[config.mk]
export PLATFORM = sky130hd
export DESIGN_NAME = mem_port_arbiter
export DESIGN_NICKNAME = d
export VERILOG_FILES = /design/src/rtl/mem_arb_pkg.sv /design/src/rtl/mem_arb_starve_ctr.sv /design/src/rtl/mem_port_arbiter.sv
export SDC_FILE = /design/constraint.sdc
export NUM_CORES = 1
export LEC_CHECK = 0
export CAP_MARGIN = 10
export CORE_AREA = 2 2 105 107
export DETAILED_ROUTE_END_ITERATION = 7
export DIE_AREA = 0 0 107 109
export PLACE_DENSITY = 0.66
export SYNTH_ARGS = -nofsm -noshare
export SYNTH_HDL_FRONTEND = slang
export SYNTH_SLANG_ARGS = --single-unit
[constraint.sdc]
create_clock -name clk -period 3.3 [get_ports clk]
set_clock_uncertainty 0.1 [all_clocks]
set_input_delay 0.825 -clock clk [delete_from_list [all_inputs] [get_ports clk]]
set_output_delay 0.825 -clock clk [all_outputs]
set_load 0.02 [all_outputs]
[src/rtl/mem_arb_pkg.sv]
// Shared types and constants for the memory-port arbiter.
// Read-response owner encoding plus the byte masks driven onto the memory port.
package mem_arb_pkg;

    typedef enum logic [1:0] {
        OWN_NONE = 2'd0,
        OWN_IF   = 2'd1,
        OWN_LS   = 2'd2
    } owner_e;

    localparam logic [3:0] MASK_WORD = 4'b1111;
    localparam logic [3:0] MASK_NONE = 4'b0000;

    // Owner of the response returning next cycle; LS writes produce no response.
    function automatic owner_e next_owner(input logic if_gnt, input logic ls_gnt,
                                          input logic ls_we);
        if (if_gnt) begin
            return OWN_IF;
        end else if (ls_gnt && !ls_we) begin
            return OWN_LS;
        end
        return OWN_NONE;
    endfunction

endpackage

[src/rtl/mem_arb_starve_ctr.sv]
// Saturating count of consecutive cycles in which IF asked for the port and was denied.
// at_limit_o tells the arbiter to let IF win the next conflict.
module mem_arb_starve_ctr #(
    parameter int unsigned Limit = 4
) (
    input  logic clk_i,
    input  logic rst_ni,
    input  logic inc_i,
    output logic at_limit_o
);

    localparam int unsigned CntW = $clog2(Limit + 1);
    localparam logic [CntW-1:0] LimitVal = CntW'(Limit);

    logic [CntW-1:0] cnt_q, cnt_d;

    // Any cycle without a denied IF request (granted or idle) restarts the count.
    always_comb begin
        cnt_d = '0;
        if (inc_i) begin
            cnt_d = (cnt_q == LimitVal) ? cnt_q : cnt_q + CntW'(1);
        end
    end

    always_ff @(posedge clk_i) begin
        if (!rst_ni) begin
            cnt_q <= '0;
        end else begin
            cnt_q <= cnt_d;
        end
    end

    assign at_limit_o = (cnt_q == LimitVal);

endmodule

[src/rtl/mem_port_arbiter.sv]
// Shares the single synchronous memory port between instruction fetch and load/store.
// Default is LS priority with an IF starvation guard; define MEM_PORT_ARB_RR_EN for round-robin.
module mem_port_arbiter
    import mem_arb_pkg::*;
#(
    parameter int unsigned STARVE_LIMIT = 4
) (
    input  logic        clk,
    input  logic        rst_n,

    input  logic        i_if_req,
    input  logic [29:0] i_if_addr,
    output logic        o_if_gnt,
    output logic        o_if_rvalid,
    output logic [31:0] o_if_rdata,

    input  logic        i_ls_req,
    input  logic [29:0] i_ls_addr,
    input  logic        i_ls_we,
    input  logic [3:0]  i_ls_mask,
    input  logic [31:0] i_ls_wdata,
    output logic        o_ls_gnt,
    output logic        o_ls_rvalid,
    output logic [31:0] o_ls_rdata,

    output logic [29:0] o_mem_addr,
    output logic [31:0] o_mem_data,
    output logic        o_mem_we,
    output logic [3:0]  o_mem_mask,
    input  logic [31:0] i_mem_data
);

    logic   if_wins;
    owner_e rd_owner_q, rd_owner_d;

`ifdef MEM_PORT_ARB_RR_EN
    owner_e rr_last_q, rr_last_d;

    assign if_wins = !i_ls_req || (rr_last_q == OWN_LS);

    always_comb begin
        rr_last_d = rr_last_q;
        if (o_if_gnt) begin
            rr_last_d = OWN_IF;
        end else if (o_ls_gnt) begin
            rr_last_d = OWN_LS;
        end
    end

    always_ff @(posedge clk) begin
        if (!rst_n) begin
            rr_last_q <= OWN_IF;
        end else begin
            rr_last_q <= rr_last_d;
        end
    end
`else
    logic starve_hit;

    mem_arb_starve_ctr #(
        .Limit(STARVE_LIMIT)
    ) u_starve_ctr (
        .clk_i     (clk),
        .rst_ni    (rst_n),
        .inc_i     (i_if_req && !o_if_gnt),
        .at_limit_o(starve_hit)
    );

    assign if_wins = !i_ls_req || starve_hit;
`endif

    assign o_if_gnt = rst_n && i_if_req && if_wins;
    assign o_ls_gnt = rst_n && i_ls_req && !o_if_gnt;

    always_comb begin
        o_mem_addr = '0;
        o_mem_data = '0;
        o_mem_we   = 1'b0;
        o_mem_mask = MASK_NONE;
        if (o_if_gnt) begin
            o_mem_addr = i_if_addr;
            o_mem_mask = MASK_WORD;
        end else if (o_ls_gnt) begin
            o_mem_addr = i_ls_addr;
            o_mem_data = i_ls_wdata;
            o_mem_we   = i_ls_we;
            o_mem_mask = i_ls_mask;
        end
    end

    assign rd_owner_d = next_owner(o_if_gnt, o_ls_gnt, i_ls_we);

    always_ff @(posedge clk) begin
        if (!rst_n) begin
            rd_owner_q <= OWN_NONE;
        end else begin
            rd_owner_q <= rd_owner_d;
        end
    end

    // Responses are suppressed while reset is held so a stale owner never leaks data.
    assign o_if_rvalid = rst_n && (rd_owner_q == OWN_IF);
    assign o_ls_rvalid = rst_n && (rd_owner_q == OWN_LS);
    assign o_if_rdata  = o_if_rvalid ? i_mem_data : '0;
    assign o_ls_rdata  = o_ls_rvalid ? i_mem_data : '0;

endmodule

# Yosys cells after proc, flatten, opt, wreduce, memory -nomap -nowiden
# Cells that the tools add are included.
# op_classes
n_mux	14
addsub	1
n_reduce_logical	15
eq_ne	3
n_bitwise	2
# op_table
op	count
$mux W32	4
$mux W30	2
$logic_and A1 B1 Y1	8
$mux W4	2
$mux W1	5
$reduce_and A2 Y1	2
$add A3 B1 Y3 const B	1
$eq A3 B3 Y1 const B	1
$logic_not A1 Y1	3
$reduce_or A3 Y1	1
$eq A2 B1 Y1 const B	1
$eq A2 B2 Y1 const B	1
$mux W2	1
$not A1 Y1	2
$logic_or A1 B1 Y1	1
# word_totals
wordCells	38
ff_bits	5

# Logic depth before layout (Yosys ltp)
# logic_depth
word_depth	10
mapped_depth	6
mapped_depth_nobuf	5

# Modules after synthesis
# A second synthesis with hierarchy kept.
# unflattened
cells_unflattened	251
hier_area_um2	1462.7
# modules_own_cells
mod	n_inst	seq_area_each_um2	area_per_inst_um2	cells_each
mem_port_arbiter	1	40.0	1297.5	233
mem_arb_starve_ctr	1	60.1	165.2	18

# Worst setup path before layout
# Ideal clock, no wire load.
# synth_path
path_type	input to output
startpoint	in i_ls_req
endpoint	out o_mem_addr[24]
stages	4
arrival_ns	1.621
required_time_ns	2.375
path_slack_ns	0.754
path_cell_list	a21boi_2 > nor2_4 > buf_6 > a22o_1
# synth_via
elab_chain_cells	7
elab_cells_between_ends	8
classes_between	2 x mux; 6 x reduce/logical
# synth_lines
item	line_no	rtl
start, declared	mem_port_arbiter.sv:17	input logic i_ls_req,
$logic_not A1 Y1 *	mem_port_arbiter.sv:69	assign if_wins = !i_ls_req || starve_hit;
$logic_or A1 B1 Y1 *	mem_port_arbiter.sv:69	
$logic_and A1 B1 Y1 *	mem_port_arbiter.sv:72	assign o_if_gnt = rst_n && i_if_req && if_wins;
via o_if_gnt	mem_port_arbiter.sv:13	output logic o_if_gnt,
$logic_not A1 Y1	mem_port_arbiter.sv:73	assign o_ls_gnt = rst_n && i_ls_req && !o_if_gnt;
$logic_and A1 B1 Y1	mem_port_arbiter.sv:73	
$mux W30	mem_port_arbiter.sv:83	end else if (o_ls_gnt) begin
$mux W30 *	mem_port_arbiter.sv:80	if (o_if_gnt) begin
end, declared	mem_port_arbiter.sv:26	output logic [29:0] o_mem_addr,
# Mark *: on every way through the listed nets, which the timed path passes. The rest lies on a longest branch.

# Worst setup path after layout
# layout_path
startpoint	in rst_n
endpoint	out o_ls_rdata[7]
# layout_via
elab_chain_cells	2
# layout_lines
item	line_no	rtl
start, declared	mem_port_arbiter.sv:9	input logic rst_n,
$logic_and A1 B1 Y1	mem_port_arbiter.sv:103	assign o_ls_rvalid = rst_n && (rd_owner_q == OWN_LS);
$mux W32	mem_port_arbiter.sv:105	assign o_ls_rdata = o_ls_rvalid ? i_mem_data : '0;
end, declared	mem_port_arbiter.sv:24	output logic [31:0] o_ls_rdata,
# Every way passes these cells.

==> results.json <==
{
  "synth.avg_cell_area_um2": 7.40,
  "worst_ep_required_time_ns": 2.37,
  "postSynthRegisterBits": 5,
  "achievable-frequency_mhz": 312,
  "antenna_found_initial": 0,
  "layout_cells_sized_above_1": 0.143,
  "dp_hpwl_um": 7610,
  "drt_iter0_drc": 117,
  "crit_type": "in -> out",
  "flow.area_growth_from_synthesis_pct": 230,
  "hold_ws_ns": 0.360,
  "antenna_left": 0,
  "worst_r2r_startpoint": "u_starve_ctr.cnt_q[0]",
  "global_route_congestion_overflow_total": 0,
  "drt_first_pass_iters": 4,
  "result_of_the_run": "finished, final reports clean",
  "floorplan.die.height_um": 109,
  "drcViolationCount": 0,
  "synth_top_area_share": 0.479,
  "drt_total_wl_um": 8670,
  "groute.usage.overall": 0.135,
  "peakVddDrop_mv": 0.0737,
  "antenna_cells_inserted": 0,
  "critPathCaptureType": "output pin",
  "floorplan.initialDensity": 0.121,
  "max-cap-violations": 0,
  "cp-start-kind": "input pin",
  "grt_first_pass_wirelength_um": 12200,
  "powerDensity_nw_per_um2": 140,
  "timing.critical_path.cells": "dlygate4sd2_1 > nand2_1 > nor2_2 > buf_12 > and2_1 > clkdlybuf4s50_1",
  "clock_tree_from_tritoncts": "yes",
  "numCtsBuffers": 3,
  "p_leak_nw": 2.38,
  "synthesis.area_um2": 1280,
  "design.final.nets": 577,
  "worst_margin_pin_slew_ns": 0.256,
  "design.portCount": 268,
  "post_synth_main_area_contributors": "sky130_fd_sc_hd__and2_1 (48%), sky130_fd_sc_hd__a22o_1 (21%), sky130_fd_sc_hd__buf_6 (7.9%)",
  "synth_area_leader_cell": "sky130_fd_sc_hd__and2_1",
  "total_power_mw": 0.593,
  "synth.net_count": 308,
  "cts.sinks": 5,
  "cts_root_buf": "sky130_fd_sc_hd__clkbuf_8",
  "setup-violations-final": 0,
  "cp_slowest_cell": "sky130_fd_sc_hd__clkdlybuf4s50_1",
  "worstSkewPairLatency_ns": 0.22,
  "synth_sequential_area_ratio": 0.0782,
  "cts.clk_slew.worst_paths_ns": 0.04,
  "grt_setup_unrepaired": "false",
  "final_common_cell": "sky130_fd_sc_hd__clkdlybuf4s50_1",
  "relSlewSlack": 0.829,
  "finish.instance_area_um2": 4230,
  "routed_via_density": 3.96,
  "mostFrequentLayoutCells": "sky130_fd_sc_hd__clkdlybuf4s50_1 (160), sky130_fd_sc_hd__and2_1 (98), sky130_fd_sc_hd__dlymetal6s2s_1 (33), sky130_fd_sc_hd__a22o_1 (30), sky130_fd_sc_hd__dlygate4sd2_1 (25)",
  "total_negative_slack_ns": 0,
  "timing.critical_path.slowest_cell_delay_ns": 0.62,
  "die_footprint_um2": 11700,
  "dpl_cell_area_um2": 4160,
  "grt_max_degree": 36,
  "max_clock_buf_depth": 2,
  "design.core.area_um2": 10600,
  "netlist_instances": 173,
  "row_count": 38,
  "cts.htree.levels": 1,
  "post_synth_num_cell_types": 20,
  "drv_slew": 0,
  "die_x_um": 107,
  "mean_routed_wirelength_per_cell_um": 14.9,
  "hold_class": "reg -> reg",
  "number_of_buffer_cells_added_on_primary_ports": 267,
  "crit_fanout": 33,
  "hp-start": "u_starve_ctr.cnt_q[0]",
  "cp-startpoint": "rst_n",
  "vias": 2303,
  "via_count_of_the_first_global_routing_pass": 2284,
  "final_hold_viol_count": 0,
  "arrival_ns": 2.28,
  "period_minus_slack_ns": 3.21,
  "fin_crit_sh": 0.972,
  "synth.yosys.warnings": 0,
  "final_weighted_congestion_of_routability_driven_global_placement": 0.844
}
## layer usage
layer,vias to the layer above,global-route usage,share of wire
met3,4,0.0436,0.12
met1,1019,0.135,0.34
met2,162,0.279,0.54
met4,0,0.0102,0.0042
met5,-,0,0
li1,1118,-,-
## power breakdown
part | switching [mW] | total, mW | leakage [nW] | internal (mW)
logic | 0.168 | 0.419 | 2.32 | 0.251
registers | 0.00106 | 0.0635 | 0.0408 | 0.0624
clock network | 0.0283 | 0.111 | 0.0228 | 0.0828
## cell families (layout without fill, tap and decap cells)
kind of cell | count (synthesis) | in the layout | share of synthesized area
fa+ha+maj | 2 | 2 | 0.0195
buf+inv | 18 | 286 | 0.109
flops | 5 | 5 | 0.0782
compound gates | 36 | 36 | 0.247
mux | 1 | 1 | 0.00782
simple gates | 111 | 111 | 0.539
## state kept, by name (all words and copies together), names as in the netlist
name,count
u_starve_ctr.cnt_q,3
rd_owner_q,2
## cells in the mapped netlist
cell	count
sky130_fd_sc_hd__ha_1	2
sky130_fd_sc_hd__clkbuf_1	4
sky130_fd_sc_hd__a21o_1	4
sky130_fd_sc_hd__a22o_1	30
sky130_fd_sc_hd__nor2_2	1
sky130_fd_sc_hd__nor2_1	3
sky130_fd_sc_hd__nand2_1	4
sky130_fd_sc_hd__and2b_1	1
sky130_fd_sc_hd__dfxtp_1	5
sky130_fd_sc_hd__buf_6	9
sky130_fd_sc_hd__and2_1	98
sky130_fd_sc_hd__and4_1	1
sky130_fd_sc_hd__buf_2	3
sky130_fd_sc_hd__nor2_4	1
sky130_fd_sc_hd__a31oi_2	1
sky130_fd_sc_hd__mux2i_1	1
sky130_fd_sc_hd__nor3b_1	1
sky130_fd_sc_hd__and3b_1	1
sky130_fd_sc_hd__inv_1	2
sky130_fd_sc_hd__a21boi_2	1
## path summary, 6_finish.rpt
kind                           end  slack [ns]  cells past startpoint
min          u_starve_ctr.cnt_q[0]        0.36                      1
max                  o_ls_rdata[7]        0.09                      6
min reg2reg  u_starve_ctr.cnt_q[0]        0.36                      1
max reg2reg          rd_owner_q[1]        1.74                      6
## what timing repair did
action / in CTS / in global routing
hold buffers: 0 / 0
setup buffers: 2 / 0
pin swaps: 0 / 0
gates cloned: 1 / 0
resized for setup: 159 / 50
setup endpoints to repair: 132 / 89
## metrics by stage
step / worst slack, ns / utilization / std cells
after detailed placement: -0.369 / 0.392 / 574
after global placement: -0.346 / 0.392 / 574
final: 0.0938 / 0.399 / 581
after CTS: 0.00127 / 0.394 / 581
after global routing: 0.0180 / 0.399 / 581
after floorplan: 0.754 / - / 173
## final cells by class
type,instances,area [µm²]
Tap cell,140,175
Multi-Input combinational cell,150,1060
Sequential cell,5,100
Clock buffer,4,45.0
Timing Repair Buffer,280,2840
Inverter,2,7.51
Fill cell,1091,6380
## worst max-delay path, delay by kind of cell
family | cells | cell delay, ns
AND/OR/NAND/NOR | 3 | 0.37
buffers and inverters | 3 | 1.07
Note: power is estimated with default switching activity, not from simulation.
